[src/rtl/riscv_pkg.sv]
// rtl/riscv_pkg.sv - shared RV32 fetch-side types and constants
//
// Purpose: address width, the {pc, instr} entry carried from fetch to decode,
// and the depth of the fetch-side buffer.
// Ports: none (package).
package riscv_pkg;

  localparam int ALEN            = 32;
  localparam int FETCH_BUF_DEPTH = 2;
  localparam int FETCH_ENTRY_W   = ALEN + 32;

  typedef struct packed {
    logic [ALEN-1:0] pc;
    logic [31:0]     instr;
  } fetch_entry_t;

endpackage

[src/rtl/fetch_skid_buffer.sv]
// rtl/fetch_skid_buffer.sv - 2-entry FIFO of {pc, instr} between fetch and decode
//
// Purpose: absorbs the fetch pipeline while decode back-pressures.
// Ports:
//   clk_i, rst_i   clock, synchronous active-high reset
//   flush_i        drop all entries; beats push_i and pop_i
//   push_i         write push_data_i at the tail
//   push_data_i    fetch_entry_t as a flat vector
//   pop_i          remove the head (ignored when empty)
//   occ_o          number of valid entries (0..2)
//   head_o         oldest entry, meaningful when occ_o != 0
module fetch_skid_buffer
  import riscv_pkg::*;
(
  input  logic                     clk_i,
  input  logic                     rst_i,
  input  logic                     flush_i,
  input  logic                     push_i,
  input  logic [FETCH_ENTRY_W-1:0] push_data_i,
  input  logic                     pop_i,
  output logic [1:0]               occ_o,
  output logic [FETCH_ENTRY_W-1:0] head_o
);

  // Entry 0 is always the head; a pop shifts entry 1 down.
  fetch_entry_t e0_q, e0_d;
  fetch_entry_t e1_q, e1_d;
  logic [1:0]   occ_q, occ_d;
  fetch_entry_t in_entry;

  assign in_entry = fetch_entry_t'(push_data_i);

  always_comb begin
    e0_d  = e0_q;
    e1_d  = e1_q;
    occ_d = occ_q;
    if (flush_i) begin
      occ_d = 2'd0;
    end else begin
      case ({push_i, pop_i})
        2'b10: begin
          if (occ_q == 2'd0) e0_d = in_entry;
          else               e1_d = in_entry;
          if (occ_q != 2'd2) occ_d = occ_q + 2'd1;
        end
        2'b01: begin
          if (occ_q != 2'd0) begin
            e0_d  = e1_q;
            occ_d = occ_q - 2'd1;
          end
        end
        2'b11: begin
          // Simultaneous push and pop keeps the occupancy; an empty buffer
          // has nothing to pop so it just takes the new entry.
          if (occ_q == 2'd0) begin
            e0_d  = in_entry;
            occ_d = 2'd1;
          end else if (occ_q == 2'd1) begin
            e0_d = in_entry;
          end else begin
            e0_d = e1_q;
            e1_d = in_entry;
          end
        end
        default: begin
        end
      endcase
    end
  end

  always_ff @(posedge clk_i) begin
    if (rst_i) begin
      occ_q <= 2'd0;
      e0_q  <= '0;
      e1_q  <= '0;
    end else begin
      occ_q <= occ_d;
      e0_q  <= e0_d;
      e1_q  <= e1_d;
    end
  end

  assign occ_o  = occ_q;
  assign head_o = e0_q;

endmodule

[src/rtl/instr_fetch_unit.sv]
// rtl/instr_fetch_unit.sv - fetch PC owner and ROM initiator feeding decode
//
// Purpose: issues sequential reads to a 1-cycle-latency instruction ROM,
// captures responses with their PC and hands {pc, instr} to decode over a
// valid/ready handshake, squashing in-flight work on redirect.
// Ports:
//   clk, rst                      clock, synchronous active-high reset
//   imem_en, imem_addr            ROM read request
//   imem_rdata                    ROM data, valid the cycle after imem_en
//   redirect_valid, redirect_pc   new fetch PC from branch/jump resolution
//   out_valid, out_ready          handshake to decode
//   out_pc, out_instr             entry presented to decode
module instr_fetch_unit
  import riscv_pkg::*;
#(
  parameter logic [ALEN-1:0] RESET_PC = 32'h0000_0000
) (
  input  logic            clk,
  input  logic            rst,
  output logic            imem_en,
  output logic [ALEN-1:0] imem_addr,
  input  logic [31:0]     imem_rdata,
  input  logic            redirect_valid,
  input  logic [ALEN-1:0] redirect_pc,
  output logic            out_valid,
  input  logic            out_ready,
  output logic [ALEN-1:0] out_pc,
  output logic [31:0]     out_instr
);

  logic [ALEN-1:0] fetch_pc_q, fetch_pc_d;
  logic            inflight_q, inflight_d;
  logic [ALEN-1:0] inflight_pc_q, inflight_pc_d;

  logic [1:0]               occ;
  logic [FETCH_ENTRY_W-1:0] head_flat;
  fetch_entry_t             head;
  fetch_entry_t             push_entry;
  logic                     deq;
  logic                     issue;
  logic                     push;

  assign head = fetch_entry_t'(head_flat);
  assign deq  = out_valid & out_ready;

  // Buffered plus in-flight entries never exceed the buffer depth, so a
  // response always has a slot; a same-cycle dequeue frees one.
  assign issue = !rst && !redirect_valid &&
                 ((({1'b0, occ} + {2'b00, inflight_q}) < 3'(FETCH_BUF_DEPTH)) || deq);

  // A response is taken only for a read issued last cycle, so the ROM's
  // behaviour while not enabled never matters.
  assign push = inflight_q & !redirect_valid;

  assign push_entry.pc    = inflight_pc_q;
  assign push_entry.instr = imem_rdata;

  always_comb begin
    fetch_pc_d    = fetch_pc_q;
    inflight_d    = issue;
    inflight_pc_d = inflight_pc_q;
    if (redirect_valid) begin
      fetch_pc_d = {redirect_pc[ALEN-1:2], 2'b00};
    end else if (issue) begin
      fetch_pc_d    = fetch_pc_q + ALEN'(4);
      inflight_pc_d = fetch_pc_q;
    end
  end

  always_ff @(posedge clk) begin
    if (rst) begin
      fetch_pc_q    <= RESET_PC;
      inflight_q    <= 1'b0;
      inflight_pc_q <= RESET_PC;
    end else begin
      fetch_pc_q    <= fetch_pc_d;
      inflight_q    <= inflight_d;
      inflight_pc_q <= inflight_pc_d;
    end
  end

  fetch_skid_buffer u_buf (
    .clk_i       (clk),
    .rst_i       (rst),
    .flush_i     (redirect_valid),
    .push_i      (push),
    .push_data_i (push_entry),
    .pop_i       (deq),
    .occ_o       (occ),
    .head_o      (head_flat)
  );

  assign imem_en   = issue;
  assign imem_addr = fetch_pc_q;
  assign out_valid = (occ != 2'd0);
  assign out_pc    = head.pc;
  assign out_instr = head.instr;

  always_ff @(posedge clk) begin
    if (!rst) begin
      assert (!(push && occ == 2'd2 && !deq));
    end
  end

endmodule
[config.mk]
export PLATFORM = sky130hd
export DESIGN_NAME = instr_fetch_unit
export DESIGN_NICKNAME = d
export VERILOG_FILES = /design/src/rtl/riscv_pkg.sv /design/src/rtl/fetch_skid_buffer.sv /design/src/rtl/instr_fetch_unit.sv
export SDC_FILE = /design/constraint.sdc
export NUM_CORES = 1
export LEC_CHECK = 0
export CAP_MARGIN = 25
export CORE_MARGIN = 3
export CORE_UTILIZATION = 49
export CTS_CLUSTER_SIZE = 10
export DETAILED_ROUTE_END_ITERATION = 8
export PLACE_DENSITY = 0.77
export SYNTH_ARGS = -nofsm -noshare
export SYNTH_HDL_FRONTEND = slang
export SYNTH_SLANG_ARGS = --single-unit
export TNS_END_PERCENT = 50
[constraint.sdc]
create_clock -name clk -period 4.38 [get_ports clk]
set_input_delay 0.876 -clock clk [delete_from_list [all_inputs] [get_ports clk]]
set_output_delay 0.876 -clock clk [all_outputs]
set_load 0.03 [all_outputs]
==> results of run 1 <==
==> worst max-delay path: cells and delay by family <==
kind                   cells  cell delay, ns
buffers and inverters      3            0.85
AND/OR/NAND/NOR            1            0.40
AO/OA/AOI/OAI              1            0.12
==> cells by family after synthesis <==
| family | after synthesis | synth area share (%) |
|---|---|---|
| AOI/OAI and AO/OA | 219 | 18.0 |
| xor gates and xnor gates | 7 | 0.755 |
| adders and majority gates | 5 | 0.770 |
| buffers and inverters | 94 | 5.71 |
| DFF | 187 | 46.1 |
| muxes | 63 | 7.76 |
| other | 1 | 0.0462 |
| and+or+nand+nor | 376 | 20.9 |
==> power breakdown <==
| part | switching (W) | internal [W] |
|---|---|---|
| combinational | 0.000379 | 0.000279 |
| clock | 0.000645 | 0.00105 |
| sequential | 0.0000769 | 0.00179 |
==> state kept, by name (all words and copies together), names as in the netlist <==
name / cells
u_buf.e1_q: 62
u_buf.head_o: 62
imem_addr: 30
inflight_pc_q: 30
u_buf.occ_o: 2
inflight_q: 1
==> cell usage in the layout, fill, tap and decap left out, types with 10 or more instances in the layout <==
master,instances
buf_4,14
a311oi_1,10
inv_1,12
a211oi_1,69
clkdlybuf4s50_1,157
nor2_1,93
nand3b_1,20
nand4_1,10
nand2_1,194
o21ai_0,14
clkbuf_16,17
a21oi_1,78
mux2i_1,63
dfxtp_1,187
==> Yosys cell counts, types with 3 or more instances <==
cell type | instances | area [sq um]
nand2_1 | 195 | 732
dfxtp_1 | 187 | 3740
nor2_1 | 93 | 349
a21oi_1 | 79 | 395
a211oi_1 | 69 | 518
mux2i_1 | 63 | 631
clkbuf_1 | 44 | 165
nand3b_1 | 20 | 150
buf_2 | 19 | 95.1
o21ai_0 | 14 | 70.1
inv_1 | 12 | 45.0
a311oi_1 | 10 | 87.6
nand4_1 | 10 | 62.6
buf_4 | 9 | 67.6
o211ai_1 | 9 | 67.6
or4_1 | 9 | 67.6
and2_1 | 8 | 50.1
nand3_1 | 7 | 35.0
or3_1 | 7 | 43.8
and4_1 | 5 | 43.8
ha_1 | 5 | 62.6
xor2_1 | 5 | 43.8
a21o_1 | 4 | 30.0
a31oi_1 | 4 | 25.0
buf_6 | 4 | 45.0
o221ai_1 | 4 | 35.0
o31ai_1 | 4 | 30.0
and3_1 | 3 | 18.8
buf_1 | 3 | 11.3
nand2b_1 | 3 | 18.8
o31a_1 | 3 | 26.3
==> through the flow <==
step                setup WS (ns)  cell area [sq um]  cells  total power [W]  hold slack, ns
floorplan                    1.53               8130    955          0.00229           0.436
detailed placement           1.20               9710   1261          0.00256           0.446
global route                 1.20              10400   1292          0.00438           0.469
finish                       1.26              10400   1292          0.00421           0.452
global placement             1.24               9710   1261          0.00255           0.441
CTS                          1.28              10400   1292          0.00424           0.455
==> metal layers <==
metal  track usage [%]  share of wire [%]  vias up
li1                  -                  -     3578
met1              30.3                 47     3216
met2              35.0                 46      233
met3              4.17                5.9       27
met4              6.90                1.7        0
met5                 0                  0        -
==> cell type report <==
cell class,instances,share of cell area (%)
clock inverters,10,1.80
inverters,12,0.435
multi-input cells,674,38.2
well taps,216,2.61
clock buffers,21,4.45
repair buffers,172,16.4
flip-flops and latches,187,36.2
==> worst min-delay path by stage <==
stage	start	endpoint	slack, ns	cells after the start
3_5_place_dp	u_buf.e1_q[28]	u_buf.e1_q[28]	0.45	2
6_report	u_buf.e1_q[47]	u_buf.e1_q[47]	0.45	2
3_3_place_gp	u_buf.e1_q[24]	u_buf.e1_q[24]	0.44	2
2_1_floorplan	u_buf.e1_q[28]	u_buf.e1_q[28]	0.44	2
5_1_grt	u_buf.e1_q[58]	u_buf.e1_q[58]	0.47	2
4_1_cts	u_buf.e1_q[28]	u_buf.e1_q[28]	0.46	2
==> impl_results.md, run 1 <==
* Status: complete, no violations
* Peak supply drop at 292 uV
* CTS tree: done
* Synthesized area at slightly above 8000 sq um
* Total CTS buffers at 17
* Worst r2r dst: u_buf.head_o[10]
* Combined area of the multi-input logic cells at slightly below 4000 sq um
* CP peak stage delay at 0.54 ns
* Port Buffers at around 160
* Clock Pin Slew Worst Setup and Hold Paths at 0.07 ns
* R2R Setup Slk at around 1.8 ns
* Gr ovfl total at 0
* Crit path cell chain: clkdlybuf4s50_1 -> nor2b_1 -> o21ai_2 -> inv_1 -> buf_4
* Fin nets at 1137
* GR Util All Layers at 22.0%
* Setup TNS at 0 ns
* Crit path DAT at 2.24 ns
* Area grow syn2layout at 27.5%
* Final hold vios at 0
* Register bit total from synthesis at roughly 190
* Most used DFF post-synth: dfxtp_1
* Leakage power at between 3 and 4 nW
* Pin slew with the least headroom to its limit at 0.908 ns
* Sequential area share after synthesis at roughly 46%
* RSZ-0062 raised after global routing: no
* Core Area at roughly 16000 sq um
* DRT antenna net count at 0
* Setup crit end: imem_en
* WP data required at between 3 and 4 ns
* Async set-reset flop share out of synthesis at 0%
* Vias/cell at between 5 and 6
* Instance count of the mapped netlist at approximately 950
* First-pass GRT wire length at roughly 33000 um
* Max-cap violations at 0
* Number of global-route vias before repair at ~6.5k
* Worst setup startpoint: out_ready
* WL final at between 20000 and 25000 um
* IO Count at ~170
* RR Startpoint: u_buf.occ_o[0]
* # Post-CTS Setup Buffers at 0
* Peak fanout along the critical path at 4
* Number of synthesized flops with an enable pin at 0
* Ratio of cells with drive above 1 in the final layout at under 10%
* Fin. max-slew vios at 0
* Diode count at 0
* Chip Height at 135 um
* Die ar. at between 15000 and 20000 sq um
* CTS Sinks at 187
* Unique masters post-synth at 62
* Worst Setup End Kind: primary output
* Die Wd at 135 um
* Initial DRT Pass Iterations at 5
* Clock Tree Root: clkbuf_16
* Starting Density at around half
* Crit start category: primary input
* H-Tree Depth at 4
* Synth Warn # at 0
* WL/cell at between 15 and 20 um
* Endpoints failing setup at 0
* Class of the worst hold path: reg -> reg
* Fmax at roughly 0.32 GHz
* Final GP Congestion at approximately 0.87
* Final Cycle Share at 71.1%
* Fin crit period at about 3.1 ns
* Worst skew pair latency at roughly 0.42 ns
* Hold bufs inserted after CTS at 0
* Register area at between 3000 and 4000 sq um
* PostCTS Resize Cnt at 0
* CTS Buffer Depth at 2
* Largest net degree at the start of global routing at a little over 80
* Max-slew headroom at about two fifths
* Via count at 7054
* Setup Crit Path Kind: in -> out
* Fin util at around 64%
* Power per cell area at 407 nW/um^2
* Initial antenna violation count at 0
* Reg2Reg Depth at 7
* DP HPWL at 13300 um
* Placement Rows at 46
* Worst path slowest cell: clkdlybuf4s50_1
* Post-route DRC at 0
* Clock Skews at about 0.009 ns
* Synth Area per Inst at between 8 and 9 sq um
* # fillers at between 1k and 1.5k
* Initial DRC count at between 400 and 500
No activity file was read; power rests on OpenSTA's default activity.
==> run 2, diff against run 1 <==
Clock period 4.38 ns to 3.21 ns, I/O delays scaled along.
==> run 2 against run 1 <==
Clock-buffer cell count shrank 2. Largest power group unchanged. Global-route usage is essentially flat. Sequential share of layout area shrank 0.20 points. Power grew 33%. Clock skew shrank 0.0014 ns. Highest routed layer unchanged.
==> impl_results.md, run 2 (synthesized netlist as in run 1, its figures left out) <==
* DRT antenna net count at 0 (unchanged)
* Commonest non-fill, non-tap cell in the layout: nand2_1
* Vias/cell at 5.46 (about the same)
* First-pass GRT wire length at 32600 um (about the same)
* Worst skew pair latency at 0.43 ns (about the same)
* Post-route DRC at 0 (unchanged)
* Fmax at 0.347 GHz
* Port Buffers at 159 (unchanged)
* # Post-CTS Setup Buffers at 0 (unchanged)
* CTS Buffer Depth at 2 (unchanged)
* Setup TNS at 0 ns (unchanged)
* Initial DRT Pass Iterations at 5 (unchanged)
* Clock share of power at 38.5% (-1.6 points)
* Die Wd at 135 um (unchanged)
* Initial DRC count at 506 (+11%)
* Placement Rows at 46 (unchanged)
* Status: complete, no violations
* Largest net degree at the start of global routing at 100 (+23%)
* Hold path depth at 2 (unchanged)
* CTS Sinks at 187 (unchanged)
* Hold bufs inserted after CTS at 0 (unchanged)
* Crit start category: register
* Final GP Congestion at 0.844 (-3.1%)
* Power per cell area at 540 nW/um^2 (+33%)
* # fillers at 1332 (-3.1%)
* RSZ-0062 raised after global routing: no
* Core Area at 16100 sq um (unchanged)
* Gr ovfl total at 0 (unchanged)
* Internal Pwr Total at 0.00413 W (+33%)
* Final hold vios at 0 (unchanged)
* Pin slew with the least headroom to its limit at 1.01 ns (+0.106 ns)
* Starting Density at 50.6% (unchanged)
* Peak supply drop at 388 uV (+33%)
* Clock Skews at 0.00778 ns (-0.00144 ns)
* Crit path DAT at 2.24 ns (about the same)
* Setup Crit Path Kind: reg -> out
* GR Util All Layers at 22.0% (about the same)
* Diode count at 0 (unchanged)
* Fin crit period at roughly 2.9 ns
* H-Tree Depth at 4 (unchanged)
* Switch Pwr at 0.00149 W (+35%)
* WP data required at 2.57 ns (-0.93 ns)
* Number of global-route vias before repair at 6441 (-0.62%)
* Ratio of cells with drive above 1 in the final layout at 5.91% (+0.52 points)
* Max-slew headroom at 32.4% (-6.8 points)
* Total CTS buffers at 17 (unchanged)
* Commonest cells after routing, fill and taps aside: nand2_1, dfxtp_1, clkdlybuf4s50_1
* Fin. max-slew vios at 0 (unchanged)
* Reg2Reg Depth at 7 (unchanged)
* Endpoints failing setup at 0 (unchanged)
* Clock Pin Slew Worst Setup and Hold Paths at 0.06 ns (about the same)
* Area grow syn2layout at 28.2%
* Initial antenna violation count at 0 (unchanged)
* Class of the worst hold path: reg -> reg
* Worst Setup End Kind: primary output
* Max-cap violations at 0 (unchanged)
* WL final at 20200 um (+0.95%)
* PostCTS Resize Cnt at 0 (unchanged)
* IO Count at 166 (unchanged)
* Final Cycle Share at 89.8%
* Clock Tree Root: clkbuf_16
* Sequential power share at 45.3% (+1.0 points)
* DP HPWL at 13400 um (+0.82%)
* WL/cell at 15.6 um (+0.49%)
* Net switching fraction of the power at 26.5% (+0.38 points)
* Chip Height at 135 um (unchanged)
* Via count at 7090 (+0.51%)
* CTS tree: done
* Leakage power at 3.60 nW (+0.53%)
* Peak fanout along the critical path at 14 (+10)
* Comb power frac at 16.2% (+0.6 points)
* Fin util at 64.9% (+0.37 points)
* Die ar. at 18200 sq um (unchanged)
* Fin nets at 1144 (+0.62%)
[run 2: worst max-delay path, stage by stage, from the launching register on]
cell and delay, ns:
dfxtp_1 0.37, inv_1 0.16, ha_1 0.26, nor2b_1 0.10, o21ai_2 0.52, inv_1 0.19
buf_4 0.22
[run 2: layout make-up]
cell class / count / area (sq um) / share of cell area, %
inverter: 12 / 45.0 / 0.433
clock inverter: 11 / 170 / 1.63
sequential: 187 / 3740 / 35.9
multi-input combinational: 674 / 3950 / 38.0
clock buffer: 19 / 433 / 4.16
tap: 216 / 270 / 2.60
timing repair buffer: 179 / 1800 / 17.3
[run 2: worst paths after layout]
kind / startpoint / endpoint / slack [ns]
worst max-delay path: u_buf.occ_o[1] / imem_en / 0.33
worst min register to register: u_buf.e1_q[62] / u_buf.e1_q[62] / 0.45
worst min-delay path: u_buf.e1_q[62] / u_buf.e1_q[62] / 0.45
worst max register to register: u_buf.occ_o[0] / u_buf.head_o[36] / 0.76
[run 2: per-stage QoR]
step | cells | power [W] | setup WS, ns | hold WS [ns] | area, sq um
2_1_floorplan | 955 | 0.00313 | 0.721 | 0.436 | 8130
3_3_place_gp | 1268 | 0.00350 | 0.342 | 0.441 | 9810
3_5_place_dp | 1268 | 0.00351 | 0.340 | 0.446 | 9810
4_1_cts | 1298 | 0.00566 | 0.295 | 0.455 | 10400
5_1_grt | 1298 | 0.00584 | 0.172 | 0.470 | 10400
6_report | 1298 | 0.00562 | 0.327 | 0.452 | 10400
[run 2: power by group through the flow]
stage                     clock (W)  combinational [W]  sequential (W)
after floorplan                   0           0.000374         0.00275
after global placement            0           0.000905         0.00259
after detailed placement          0           0.000913         0.00259
after CTS                   0.00220           0.000918         0.00254
after global routing        0.00229           0.000979         0.00256
final                       0.00216           0.000912         0.00255
[run 2: routing by layer]
metal	global-route usage, %	vias to the layer above	wire length, um
met3	3.73	18	1220
met5	0	-	0
met4	6.39	0	284
met2	34.9	211	9310
met1	30.9	3276	9390
li1	-	3585	-
==> run 3, diff against run 2 <==
Settings changed: CORE_MARGIN 3 to 4.
==> run 3 against run 2 <==
Clock power down 2%. Register-to-register slack worse by 0.11 ns. Final cell count is essentially flat. Sequential share of layout area down 0.095 points. Sequential power hardly changed. Maximum frequency increased by 5.7%. Global-route usage rose by 0.093 points. Clock skew rose by 0.0015 ns.
==> impl_results.md, run 3 (synthesized netlist as in run 1, its figures left out) <==
* Worst path slowest cell: dfxtp_1
* Switch Pwr at 0.00149 W (+0.27%)
* Setup Crit Path Kind: reg -> out
* H-Tree Depth at 4 (unchanged)
* Hold bufs inserted after CTS at 0 (unchanged)
* Peak fanout along the critical path at 17 (+3)
* Crit start category: register
* Diode count at 0 (unchanged)
* DRT antenna net count at 0 (unchanged)
* Pre-CTS setup slack at 0.443 ns (+0.103 ns)
* Peak supply drop at 408 uV (+5.0%)
* Crit path cell chain: inv_1 -> ha_1 -> nor2b_1 -> buf_4 -> o21ai_2 -> inv_1 -> buf_4
* First-pass GRT wire length at 33300 um (+1.9%)
* Setup TNS at 0 ns (unchanged)
* R2R Setup Slk at 0.65 ns (-0.11 ns)
* Largest net degree at the start of global routing at 73 (-27%)
* Worst Setup End Kind: primary output
* Via count at 7135 (+0.63%)
* Clock Pin Slew Worst Setup and Hold Paths at 0.06 ns (about the same)
* CP peak stage delay at 0.46 ns (-0.06 ns)
* DP HPWL at 13700 um (+2.1%)
* Class of the worst hold path: reg -> reg
* Power per cell area at 536 nW/um^2 (-0.62%)
* Sequential power share at 45.5% (+0.2 points)
* Final GP Congestion at 0.852 (+0.96%)
* IO Count at 166 (unchanged)
* Max-slew headroom at 52.0% (+20 points)
* Internal Pwr Total at 0.00410 W (-0.58%)
* Clock Skews at 0.00932 ns (+0.00154 ns)
* Net switching fraction of the power at 26.7% (+0.17 points)
* WP depth at 7 (+1)
* Leakage power at 3.61 nW (+0.40%)
* GR Util All Layers at 22.1% (+0.093 points)
* Endpoints failing setup at 0 (unchanged)
* Area grow syn2layout at 28.5%
* Clock share of power at 37.9% (-0.6 points)
* Fmax at 0.366 GHz (+5.7%)
* Total CTS buffers at 17 (unchanged)
* Final Cycle Share at 85.0% (-4.8 points)
* Final hold vios at 0 (unchanged)
* RSZ-0062 raised after global routing: no
* Status: complete, no violations
* Commonest cells after routing, fill and taps aside: nand2_1, dfxtp_1, clkdlybuf4s50_1
* Crit-path leading delay family: buffers and inverters
* Worst skew pair latency at 0.42 ns (about the same)
* CTS Buffer Depth at 2 (unchanged)
* Gr ovfl total at 0 (unchanged)
* # fillers at 1339 (+0.53%)
* CTS tree: done
* Initial DRT Pass Iterations at 5 (unchanged)
* Max-cap violations at 0 (unchanged)
* Die ar. at 18700 sq um (+3.0%)
* PostCTS Resize Cnt at 0 (unchanged)
* Ratio of cells with drive above 1 in the final layout at 6.09% (+0.18 points)
* Worst setup margin at 0.481 ns (+0.154 ns)
* Crit path DAT at 2.09 ns (-0.15 ns)
* Post-route DRC at 0 (unchanged)
* Placement Rows at 46 (unchanged)
* Chip Height at 137 um (+1.5%)
* Worst Hold Launch: u_buf.e1_q[55]
* Reg2Reg Depth at 7 (unchanged)
* WL final at 20600 um (+1.9%)
* Number of global-route vias before repair at 6611 (+2.6%)
* Hold path depth at 2 (unchanged)
* Initial DRC count at 399 (-21%)
* Die Wd at 137 um (+1.5%)
* Comb power frac at 16.6% (+0.4 points)
* Initial antenna violation count at 0 (unchanged)
* WP data required at 2.57 ns (about the same)
* Core Area at 16100 sq um (unchanged)
* WP buf/inv at 4 (+1)
* RR Startpoint: u_buf.occ_o[1]
* Fin crit period at 2.73 ns (-0.154 ns)
* Setup crit end: imem_en
* Clock Tree Root: clkbuf_16
* WL/cell at 15.8 um (+1.8%)
* Fin. max-slew vios at 0 (unchanged)
* Pin slew with the least headroom to its limit at 0.720 ns (-0.293 ns)
* CTS Sinks at 187 (unchanged)
* Worst setup startpoint: u_buf.occ_o[1]
* Commonest non-fill, non-tap cell in the layout: nand2_1
* Vias/cell at 5.49 (+0.56%)
* Fin nets at 1145 (+0.087%)
* Port Buffers at 159 (unchanged)
* Worst r2r dst: u_buf.head_o[0]
* Starting Density at 50.6% (unchanged)
* # Post-CTS Setup Buffers at 0 (unchanged)
==> run 3: cell types whose count changed in the layout (fill, tap and decap cells not counted), sizes merged <==
cell / previous run / this run
clkbuf: 19 / 20
clkinv: 2 / 4
clkinvlp: 3 / 1
buf: 22 / 23
bufinv: 4 / 3
==> run 3: worst min-delay path by stage <==
stage                                end  slack [ns]
after global routing       u_buf.e1_q[7]        0.47
final                     u_buf.e1_q[55]        0.45
after CTS                 u_buf.e1_q[63]        0.45
after global placement    u_buf.e1_q[50]        0.44
after floorplan           u_buf.e1_q[28]        0.44
after detailed placement  u_buf.e1_q[63]        0.45
==> run 3: stage by stage <==
stage	std cells	hold slack [ns]	area, sq um	power (W)	util [%]
6_report	1299	0.452	10400	0.00560	65.0
4_1_cts	1299	0.455	10400	0.00565	65.0
5_1_grt	1299	0.470	10400	0.00582	65.0
3_5_place_dp	1269	0.446	9840	0.00352	61.3
2_1_floorplan	955	0.436	8130	0.00313	-
3_3_place_gp	1269	0.441	9840	0.00351	61.3
==> run 3: cell type report <==
type,count,area [sq um],share of cell area (%)
Clock inverter,10,141,1.35
Clock buffer,20,457,4.37
Sequential cell,187,3740,35.9
Timing Repair Buffer,180,1830,17.5
Inverter,12,45.0,0.431
Multi-Input combinational cell,674,3950,37.9
Tap cell,216,270,2.59
==> run 3: power groups by stage <==
stage / combinational, W / clock (W) / sequential, W
after CTS: 0.000933 / 0.00217 / 0.00255
after floorplan: 0.000374 / 0 / 0.00275
after detailed placement: 0.000926 / 0 / 0.00260
after global routing: 0.000997 / 0.00225 / 0.00256
final: 0.000927 / 0.00212 / 0.00255
after global placement: 0.000917 / 0 / 0.00259
==> run 3: layer usage <==
metal | wire length, um | global-route usage, %
met1 | 9210 | 30.1
met5 | 0 | 0
met3 | 1480 | 4.63
met4 | 228 | 6.16
met2 | 9660 | 35.5
==> run 3: worst min-delay path, delay by kind of cell (launching register included) <==
kind,cells,cell delay (ns)
DFF,1,0.31
and+or+nand+nor,1,0.05
AOI/OAI and AO/OA,1,0.05
